## src/rtl/imem_fetch_sequencer.sv

```systemverilog
// Instruction-memory port owner: boot-loads the image, then fetches one word per unstalled cycle.
// Fetch latency 1 cycle (imem_addr -> instr_out); stall holds all fetch state, loader is always ready in BOOT.
module imem_fetch_sequencer #(
  parameter int unsigned DEPTH        = 128,
  parameter int unsigned AW           = 7,
  parameter logic [31:0] RESET_PC     = 32'd0,
  parameter bit          HALT_ON_ZERO = 1'b1
) (
  input  logic          clk,
  input  logic          rst_n,
  input  logic          load_valid,
  output logic          load_ready,
  input  logic [AW-1:0] load_addr,
  input  logic [31:0]   load_data,
  input  logic          load_done,
  input  logic          stall,
  input  logic          branch_taken,
  input  logic [31:0]   branch_target,
  input  logic          reload,
  output logic [31:0]   imem_addr,
  output logic          imem_we,
  output logic [31:0]   imem_wdata,
  input  logic [31:0]   imem_rdata,
  output logic [31:0]   instr_out,
  output logic [31:0]   pc_out,
  output logic          instr_valid,
  output logic          halted,
  output logic          fault,
  output logic [AW:0]   load_count
);

  typedef enum logic [1:0] {ST_BOOT, ST_RUN, ST_HALT} state_e;

  localparam logic [AW:0] CNT_MAX = (AW+1)'(DEPTH);
  localparam logic [31:0] PC_LIM  = 32'(DEPTH);
  localparam logic [31:0] PC_LAST = 32'(DEPTH - 1);

  state_e        state_q, state_d;
  logic [31:0]   pc_q, pc_d;
  logic [31:0]   instr_q, instr_d;
  logic [31:0]   pc_out_q, pc_out_d;
  logic          vld_q, vld_d;
  logic          fault_q, fault_d;
  logic [AW:0]   cnt_q, cnt_d;

  always_ff @(posedge clk or negedge rst_n) begin
    if (!rst_n) begin
      state_q  <= ST_BOOT;
      pc_q     <= RESET_PC;
      instr_q  <= 32'd0;
      pc_out_q <= 32'd0;
      vld_q    <= 1'b0;
      fault_q  <= 1'b0;
      cnt_q    <= '0;
    end else begin
      state_q  <= state_d;
      pc_q     <= pc_d;
      instr_q  <= instr_d;
      pc_out_q <= pc_out_d;
      vld_q    <= vld_d;
      fault_q  <= fault_d;
      cnt_q    <= cnt_d;
    end
  end

  always_comb begin
    state_d  = state_q;
    pc_d     = pc_q;
    instr_d  = instr_q;
    pc_out_d = pc_out_q;
    vld_d    = vld_q;
    fault_d  = fault_q;
    cnt_d    = cnt_q;
    case (state_q)
      ST_BOOT: begin
        vld_d = 1'b0;
        if (load_valid && (cnt_q != CNT_MAX)) cnt_d = cnt_q + 1'b1;
        if (load_done) begin
          state_d = ST_RUN;
          pc_d    = RESET_PC;
        end
      end
      ST_RUN: begin
        if (branch_taken) begin
          vld_d = 1'b0;
          if (branch_target >= PC_LIM) begin
            state_d = ST_HALT;
            fault_d = 1'b1;
          end else begin
            pc_d = branch_target;
          end
        end else if (stall) begin
          vld_d = vld_q;
        end else if (HALT_ON_ZERO && (imem_rdata == 32'd0)) begin
          state_d = ST_HALT;
          vld_d   = 1'b0;
        end else begin
          instr_d  = imem_rdata;
          pc_out_d = pc_q;
          vld_d    = 1'b1;
          // Last word is still delivered; the sequencer parks instead of wrapping to 0.
          if (pc_q == PC_LAST) begin
            state_d = ST_HALT;
            fault_d = 1'b1;
          end else begin
            pc_d = pc_q + 32'd1;
          end
        end
      end
      ST_HALT: begin
        vld_d = 1'b0;
        if (reload) begin
          state_d = ST_BOOT;
          cnt_d   = '0;
          fault_d = 1'b0;
          pc_d    = RESET_PC;
        end
      end
      default: state_d = ST_BOOT;
    endcase
  end

  always_comb begin
    if (state_q == ST_BOOT) begin
      imem_addr  = {{(32-AW){1'b0}}, load_addr};
      imem_we    = load_valid;
      imem_wdata = load_data;
    end else begin
      imem_addr  = pc_q;
      imem_we    = 1'b0;
      imem_wdata = 32'd0;
    end
  end

  assign load_ready  = (state_q == ST_BOOT);
  assign halted      = (state_q == ST_HALT);
  assign instr_out   = instr_q;
  assign pc_out      = pc_out_q;
  assign instr_valid = vld_q;
  assign fault       = fault_q;
  assign load_count  = cnt_q;

endmodule

```

## config.mk

```make
export PLATFORM = sky130hd
export DESIGN_NAME = imem_fetch_sequencer
export DESIGN_NICKNAME = d
export VERILOG_FILES = /design/src/rtl/imem_fetch_sequencer.sv
export SDC_FILE = /design/constraint.sdc
export NUM_CORES = 1
export LEC_CHECK = 0
export ABC_AREA = 1
export CAP_MARGIN = 0
export CORE_MARGIN = 2
export CORE_UTILIZATION = 36
export CTS_CLUSTER_DIAMETER = 30
export DETAILED_ROUTE_END_ITERATION = 16
export PLACE_DENSITY = 0.65
export SETUP_SLACK_MARGIN = 0.4
export SYNTH_ARGS = -nofsm -noshare
export SYNTH_HDL_FRONTEND = slang
export SYNTH_SLANG_ARGS = --single-unit
```

## constraint.sdc

```tcl
create_clock -name clk -period 2.6 [get_ports clk]
set_input_delay 0.39 -clock clk [delete_from_list [all_inputs] [get_ports clk]]
set_output_delay 0.39 -clock clk [all_outputs]
set_load 0.005 [all_outputs]
```

== After elaboration in Yosys (flattened, before gate mapping) ==
Cells that the tools add are included.
Cells by class
  $add $sub $neg: 2
  multipliers: 0
  div/mod/pow operators: 0
  $lt $le $gt $ge: 1
  equal/unequal tests: 14
  shift operators: 0
  multiplexer cells: 33
  bitwise operators: 3
  reduce and logical (&&, ||, !) cells: 14
Operators with widths (number)
  2-to-1 mux 32 bit: 9
  one-hot mux 32 bit (3 select lines): 1
  adder 32 x 1 -> 32 bit (second input constant): 1
  equality test 32 x 7 -> 1 bit (second input constant): 1
  greater-or-equal comparator 32 x 8 -> 1 bit (second input constant): 1
  zero test 32 bit: 1
  inequality test 3 bit (second input constant): 6
  2-to-1 mux 8 bit: 2
  one-hot mux 8 bit (2 select lines): 1
  2-to-1 mux 2 bit: 7
  2-to-1 mux 1 bit: 10
  adder 8 x 1 -> 8 bit (second input constant): 1
  inequality test 8 bit (second input constant): 1
  AND reduction 7 bit: 1
  one-hot mux 2 bit (3 select lines): 1
  AND reduction 6 bit: 1
  nonzero test 2 bit: 3
  AND reduction 5 bit: 1
  inequality test 2 x 1 -> 1 bit (second input constant): 2
  inequality test 4 bit (second input constant): 1
  one-hot mux 1 bit (2 select lines): 2
  AND reduction 4 bit: 1
  inverter 1 bit: 3
  AND reduction 3 bit: 1
  8 further kinds: 8
Word-level totals
  register bits after elaboration: 108
  bits in latches: 0
  RAM bits: 0
  memory bits (read-only): 0
  input bits: 110
  logic and storage cells: 74
  memories kept: 0

== Depth between registers and ports, before layout ==
Gate-level depths: netlist of run 1.
  depth in word-level cells: 6
  gate-level depth with buffers: 13
  depth with buffers taken out: 12

== Least setup slack after synthesis of run 1 ==
Ideal clock, no wire load.
  path kind: flip-flop to flip-flop
  from: reg pc_q[0]
  to: reg pc_q[26]
  data arrival time: 1603 ps
  data required time: 2535 ps
  slack: 932 ps
  stages on the path, launching flop included: 13
  path through: dfrtp_1 ha_1 nand3_1 nor2_1 nand2_1 nor2_1 nor2_1 nor2_4 inv_2 nand2_2 buf_6 nand2_1 nand2_1
Between the ends
  word-level cells in the longest chain between the ends: 6
  elaborated cells on any way between the ends: 9
  those cells by class: 1 x add/sub; 2 x eq/ne; 5 x mux; 1 x reduce/logical
RTL lines
  from (decl): RTL line 39  | logic [31:0] pc_q, pc_d;
  from (signal assigned): RTL line 57  | pc_q <= pc_d;
  adder 32 x 1 -> 32 bit: RTL line 106  | pc_d = pc_q + 32'd1;
  2-to-1 mux 32 bit: RTL line 102  | if (pc_q == PC_LAST) begin
  2-to-1 mux 32 bit: RTL line 94  | end else if (HALT_ON_ZERO && (imem_rdata == 32'd0)) begin
  2-to-1 mux 32 bit: RTL line 92  | end else if (stall) begin
  2-to-1 mux 32 bit: RTL line 84  | if (branch_taken) begin
  one-hot mux 32 bit (3 select lines): RTL line 74  | case (state_q)
Parallel ways exist; a longest one is shown, timed or not. The select of a mux whose other input is x is not followed.
A chain may end at the register's enable or synchronous reset.

== Final worst setup path of run 1 ==
  from: reg state_q[0]
  to: out imem_wdata[30]
Between the ends
  word-level cells in the longest chain between the ends: 2
RTL lines
  from (decl): RTL line 38  | state_e state_q, state_d;
  from (signal assigned): RTL line 56  | state_q <= state_d;
  zero test 2 bit: RTL line 124  | if (state_q == ST_BOOT) begin
  2-to-1 mux 32 bit: RTL line 124
  to (decl): RTL line 22  | output logic [31:0] imem_wdata,
Every way passes these cells.

==> results by group, run 1 <==
Global route
  • Pin count of the biggest net entering global routing: 44
  • First-pass GRT wire length: 36,200 um
  • GR Overflow Total: 0
  • Initial antenna violation count: 0
  • Number of global-route vias before repair: 6,727
  • Total GRT Usage: 0.234

Setup path
  • Crit-path max cell delay: 0.52 ns
  • CP Capture Type: primary output
  • Buf/Inv on CP: 3
  • Crit path DAT: 1.76 ns
  • Worst Path Required: 2.21 ns
  • CP delay by family, top: buffers and inverters
  • CP cell instances: nor2_4 -> buf_12 -> inv_8 -> nor2_1 -> clkdlybuf4s50_1
  • Critical-path top delay cell: clkdlybuf4s50_1
  • Crit-path max FO: 17
  • Startpoint Class: flip-flop
  • Setup Crit Path Kind: reg2out

STA
  • RSZ-0062 raised after global routing: yes
  • Clock Skew: 0.0101 ns
  • Max-slew violations: 0
  • # setup viols final: 0
  • Final WS setup: 0.448 ns
  • Final Hold Fails: 0
  • Final min period: 2.15 ns
  • FMAX: 465 MHz
  • Min Hold Slack: 0.473 ns
  • Setup_tns: 0 ns
  • Worst rel slew slack: 0.699
  • Worst-Margin Slew: 0.452 ns
  • Final Cycle Share: 0.828

Drt
  • Remaining DRCs: 0
  • Vias per cell: 4.79
  • Routed met1 length: 10,300 um
  • Max Used Layer: met4
  • Wire length on met3: 1110 um
  • WL final: 22,500 um
  • DRT Pass-1 Iters: 5
  • DR WL/cell: 15.2 um
  • Total number of vias: 7,075
  • Met2 wire length: 10,700 um
  • Post-route ant nets: 0
  • Initial drt markers: 494

Placed design
  • Pre-CTS WS: 0.241 ns
  • Routability cong.: 0.967
  • Port Buffers: 250
  • DP Wirelength: 17,000 um

Power
  • NetSw: 3810 uW
  • Static leakage: 0.00463 uW
  • Clock power share: 0.145
  • Internal Power: 5680 uW
  • Combinational group share of total power: 0.533
  • Power Dens Cells: 977 mW/mm^2
  • Sw Share: 0.402
  • Worst vdd ir: 0.413 mV
  • Sequential share of power: 0.322

Logic synthesis
  • Post-synth EDFFs: 0
  • Ys Warns: 0
  • Largest area contributor in the netlist: dfrtp_1
  • Seq cells post-synth: 108
  • Syn_nets: 1,111
  • Main synth FF type: dfrtp_1
  • Syn Inst Count: 998
  • Async set-reset flop share out of synthesis: 1.00
  • Post-synth top cells: 331 x nand2_1, 178 x nor2_1, 110 x inv_1
  • Synth unique cells: 29
  • Seq/Total Area, Yosys: 0.418
  • Syn Std Cell Area: 0.00646 mm^2
  • Top-count cell post-synth: nand2_1
  • Synth area leaders: dfrtp_1 42%, nand2_1 19%, nor2_1 10%
  • Share of the synthesized area in the top cell type: 0.418
  • Syn Area/Cell: 6.48 um^2

Die
  • I/O pin count: 251
  • Placeable Area: 0.0178 mm^2
  • Starting density of the core: 0.364
  • Die area: 0.0190 mm^2
  • Std cell rows: 49
  • Die width: 138 um
  • Die height: 138 um

Clock network
  • Worst skew pair latency: 0.37 ns
  • TritonCTS clock tree: yes
  • Num CTS Buffers: 9
  • CTS sink cnt: 108
  • CTS root buf: clkbuf_16
  • H-tree levels: 3
  • Longest Clk Path Bufs: 2
  • Clock-pin slew on the worst setup and hold paths: 0.08 ns

Final layout
  • Fillcell total: 1,766
  • Diode count: 0
  • Area growth from synthesis to layout: 50.2%
  • # nets final: 1,355
  • Fraction of layout cells with a size suffix above 1: 0.0537

Run
  • Max cap viols: 0

Min path
  • HP Class: reg2reg

Run status
  • Status: completed
[worst reg2reg max path, cell delays in order (launching register included)]
cell	delay, ns
dfrtp_1	0.45
ha_4	0.22
nand3_1	0.18
nor2_1	0.17
nand2_1	0.07
nor2_1	0.19
nor2_1	0.10
nor2_4	0.14
nor2_4	0.06
buf_12	0.18
nand3_1	0.10
nand2_1	0.05
[logic make-up after synthesis]
family / Yosys count / share of synthesized area
xor+xnor: 3 / 0.00406
fa+ha+maj: 3 / 0.00581
simple gates: 625 / 0.390
flops: 108 / 0.418
buf+inv: 157 / 0.0991
compound gates: 102 / 0.0828
[metal layers]
layer	vias up	track usage
li1	3574	-
met3	32	0.0464
met2	178	0.383
met1	3291	0.321
met5	-	0
met4	0	0.0585
[sequential cells by signal, summed over array words and instances (netlist names)]
signal	cells
fault	1
pc_out	32
pc_q	32
instr_out	32
state_q	2
load_count	8
instr_valid	1
[metrics by stage]
stage / cells / total power [uW] / area (um^2) / util
final: 1476 / 9490 / 9710 / 0.546
after global routing: 1476 / 10200 / 9710 / 0.546
after CTS: 1476 / 9570 / 9640 / 0.542
after detailed placement: 1454 / 8000 / 9270 / 0.521
after global placement: 1454 / 7940 / 9270 / 0.521
after floorplan: 998 / 5240 / 6460 / -
[power groups by stage]
stage	clock (uW)	combinational (uW)	sequential [uW]
2_1_floorplan	0	2230	3010
3_3_place_gp	0	4870	3070
3_5_place_dp	0	4930	3070
4_1_cts	1420	5100	3040
5_1_grt	1490	5590	3170
6_report	1380	5060	3060
[cell usage in the layout, fill, tap and decap left out, types with 2 or more instances in the layout]
cell type,n
or2_2,2
nor2_2,6
o211ai_1,6
o21ai_0,30
buf_12,9
clkdlybuf4s50_1,231
dfrtp_2,2
clkbuf_16,9
nor3_1,3
dfrtp_1,106
xor2_1,2
inv_6,4
dlygate4sd2_1,3
nand4_1,2
dlymetal6s2s_1,15
ha_1,2
a21oi_1,21
nor2_4,4
inv_2,8
buf_4,12
nor2_1,173
inv_1,109
nand3_1,99
nand2_1,331
nand2_2,3
o21ai_1,41
[area by class of cell]
| class | count | area [um^2] | area share |
|---|---|---|---|
| Sequential cell | 108 | 2710 | 0.279 |
| Tap cell | 229 | 287 | 0.0295 |
| Clock inverter | 6 | 58.8 | 0.00605 |
| Timing Repair Buffer | 271 | 2810 | 0.289 |
| Timing Repair inverter | 1 | 8.76 | 0.000902 |
| Clock buffer | 10 | 229 | 0.0236 |
| Multi-Input combinational cell | 733 | 3170 | 0.326 |
| Inverter | 118 | 450 | 0.0464 |
[final timing paths]
path / slack, ns / cells past startpoint / endpoint / startpoint
max: 0.45 / 5 / imem_wdata[30] / state_q[0]$_DFFE_PN0P_
min: 0.47 / 2 / instr_out[19]$_DFFE_PN0P_ / instr_out[19]$_DFFE_PN0P_
max reg2reg: 0.59 / 11 / pc_q[21]$_DFFE_PN0P_ / pc_q[0]$_DFFE_PN0P_
min reg2reg: 0.47 / 2 / instr_out[19]$_DFFE_PN0P_ / instr_out[19]$_DFFE_PN0P_
max in group asynchronous: 1.45 / 3 / pc_q[12]$_DFFE_PN0P_ / rst_n
min in group asynchronous: 0.52 / 2 / pc_q[14]$_DFFE_PN0P_ / rst_n
[what timing repair did]
action / in CTS / in global routing
hold endpoints to repair: 28 / 0
pin swaps: 1 / 1
endpoints found under the setup margin: 61 / 78
setup buffers: 4 / 0
resized for setup: 15 / 24
cloned: 1 / 0
hold buffers: 1 / 0
No activity file was read; power rests on OpenSTA's default activity.
==> inputs of run 2 (changes only) <==
clock period = 2.05 ns   (was 2.6 ns; I/O delays follow)
==> results by group, run 2 (same netlist as run 1, synthesis figures left out) <==
Min path
  • HP Class: in2async

Drt
  • WL final: 26,400 um (+18%)
  • Initial drt markers: 535 (+8.3%)
  • Total number of vias: 7,767 (+9.8%)
  • Vias per cell: 4.93 (+2.7%)
  • Post-route ant nets: 0 (unchanged)
  • DRT Pass-1 Iters: 6 (+1)
  • DR WL/cell: 16.7 um (+10%)
  • Remaining DRCs: 0 (unchanged)

Placed design
  • Pre-CTS WS: -0.140 ns (-0.381 ns)
  • Routability cong.: 0.951 (-1.7%)
  • Port Buffers: 250 (unchanged)
  • DP Area: 0.00957 mm^2 (+3.2%)
  • DP Wirelength: 17,100 um (+0.85%)
  • Placed Cells: 1,492 (+2.6%)

Clock network
  • Clock-pin slew on the worst setup and hold paths: 0.08 ns (about the same)
  • CTS root buf: clkbuf_16
  • CTS sink cnt: 108 (unchanged)
  • Worst skew pair latency: 0.37 ns (about the same)
  • Num CTS Buffers: 9 (unchanged)
  • Longest Clk Path Bufs: 2 (unchanged)
  • H-tree levels: 3 (unchanged)
  • TritonCTS clock tree: yes

Die
  • Die width: 138 um (unchanged)
  • Placeable Area: 0.0178 mm^2 (unchanged)
  • Die height: 138 um (unchanged)
  • Die area: 0.0190 mm^2 (unchanged)
  • Std cell rows: 49 (unchanged)
  • I/O pin count: 251 (unchanged)
  • Starting density of the core: 0.364 (unchanged)

Global route
  • GR Overflow Total: 0 (unchanged)
  • Pin count of the biggest net entering global routing: 109 (+150%)
  • Initial antenna violation count: 0 (unchanged)
  • Total GRT Usage: 0.258 (+0.0235)
  • Number of global-route vias before repair: 7,338 (+9.1%)
  • First-pass GRT wire length: 39,200 um (+8.4%)

Power
  • Combinational group share of total power: 0.602 (+0.069)
  • Worst vdd ir: 0.598 mV (+45%)
  • Sequential share of power: 0.270 (-0.052)
  • Clock power share: 0.128 (-0.017)
  • Internal Power: 8860 uW (+56%)
  • NetSw: 5820 uW (+53%)
  • Static leakage: 0.00551 uW (+19%)
  • Power Dens Cells: 1320 mW/mm^2 (+35%)
  • Pwr Total: 14,700 uW (+55%)
  • Sw Share: 0.397 (-0.00510)

Final layout
  • Cell Count, Final, Fillers Out: 1,577 (+6.8%)
  • Most common cell after layout, fill and taps aside: nand2_1
  • Commonest cells after routing, fill and taps aside: 295 x nand2_1, 152 x nor2_1, 149 x clkdlybuf4s50_1
  • Fraction of layout cells with a size suffix above 1: 0.248 (+0.194)
  • Final instance area: 0.0111 mm^2 (+14%)
  • Area growth from synthesis to layout: 72.0%
  • # nets final: 1,455 (+7.4%)
  • Fillcell total: 1,632 (-7.6%)

STA
  • Worst-Margin Slew: 0.627 ns (+0.175 ns)
  • Min Hold Slack: -0.0117 ns (-0.484 ns)
  • FMAX: 510 MHz
  • Final min period: 1.96 ns
  • Max-slew violations: 0 (unchanged)
  • RSZ-0062 raised after global routing: yes
  • Final Cycle Share: 0.956
  • Final WS setup: 0.0905 ns (-0.357 ns)
  • Final Hold Fails: 8 (+8)
  • Clock Skew: 0.00674 ns (-0.00336 ns)
  • # setup viols final: 0 (unchanged)
  • Worst rel slew slack: 0.582 (-0.117)

Setup path
  • Startpoint Class: flip-flop
  • Reg2Reg Depth: 11 (unchanged)
  • Flop-to-flop setup slack: 0.09 ns (-0.50 ns)
  • Reg-to-Reg End: pc_q[0]$_DFFE_PN0P_
  • Worst Path Required: 2.31 ns (+0.10 ns)
  • Crit path DAT: 2.22 ns (+0.46 ns)
  • Setup Crit Path Kind: reg2reg
  • Crit-path max FO: 34 (+17)
  • R2R Path Start: state_q[0]$_DFFE_PN0P_
  • CP Capture Type: flip-flop

Run status
  • Violations in the final reports: negative hold slack
  • Status: finished, violations left

Run
  • Max cap viols: 0 (unchanged)
[run 2: cell count changes in the layout (fill, tap and decap cells not counted), moves of 17 or more]
cell | before | now
nor2_1 | 173 | 152
buf_4 | 12 | 73
clkdlybuf4s50_1 | 231 | 149
clkdlybuf4s15_2 | 0 | 24
nor2_2 | 6 | 23
nand2_2 | 3 | 31
nand2_1 | 331 | 295
buf_6 | 0 | 22
dlymetal6s2s_1 | 15 | 32
buf_2 | 0 | 33
dfrtp_2 | 2 | 19
dfrtp_1 | 106 | 89
[run 2: final cells by class]
type | count | area [um^2] | area share
Timing Repair Buffer | 372 | 3880 | 0.349
Multi-Input combinational cell | 733 | 3460 | 0.311
Sequential cell | 108 | 2730 | 0.245
Inverter | 118 | 462 | 0.0415
Tap cell | 229 | 287 | 0.0258
Clock buffer | 9 | 225 | 0.0203
Clock inverter | 7 | 81.3 | 0.00731
Antenna cell | 1 | 2.50 | 0.000225
[run 2: how the worst max path moves through the flow]
stage	from	to	cells after the start
after floorplan	pc_q[0]$_DFFE_PN0P_	pc_q[26]$_DFFE_PN0P_	12
after global placement	branch_taken	pc_q[10]$_DFFE_PN0P_	12
after detailed placement	branch_taken	pc_q[29]$_DFFE_PN0P_	12
after CTS	state_q[1]$_DFFE_PN0P_	imem_addr[0]	8
after global routing	pc_q[8]$_DFFE_PN0P_	pc_q[8]$_DFFE_PN0P_	12
final	state_q[0]$_DFFE_PN0P_	pc_q[0]$_DFFE_PN0P_	11
[run 2: per-stage QoR]
stage                     setup TNS [ns]   util  hold WS [ns]
after floorplan                        0      -        0.0119
after global placement             -4.68  0.538         0.439
after detailed placement           -5.11  0.538         0.444
after CTS                              0  0.589        0.0538
after global routing                   0  0.625        0.0540
final                                  0  0.625       -0.0117
[run 2: worst max-delay path: stages (launching register included)]
cell	delay [ns]
dfrtp_1	0.42
nor2_4	0.07
buf_6	0.12
buf_12	0.14
inv_16	0.12
o21ai_2	0.08
nor2_1	0.14
nand2_2	0.09
nor2_4	0.19
buf_6	0.13
bufbuf_16	0.26
o21ai_1	0.07
[run 2: timing repair]
action | in CTS | in global routing
setup endpoints to repair | 162 | 176
hold buffers | 0 | 0
cloned | 10 | 7
resized for setup | 282 | 156
pin swaps | 2 | 20
buffers inserted | 34 | 17
[run 2: power groups by stage]
stage / clock [uW] / sequential (uW) / combinational, uW
after floorplan: 0 / 3810 / 2830
after CTS: 1900 / 3860 / 8160
after global placement: 0 / 3870 / 6420
final: 1880 / 3960 / 8830
after detailed placement: 0 / 3890 / 6490
after global routing: 1980 / 4100 / 9510
[run 2: layer usage]
metal	track usage	routed length, um
met1	0.343	11200
met2	0.415	12500
met3	0.0468	1900
met4	0.111	805
met5	0	0
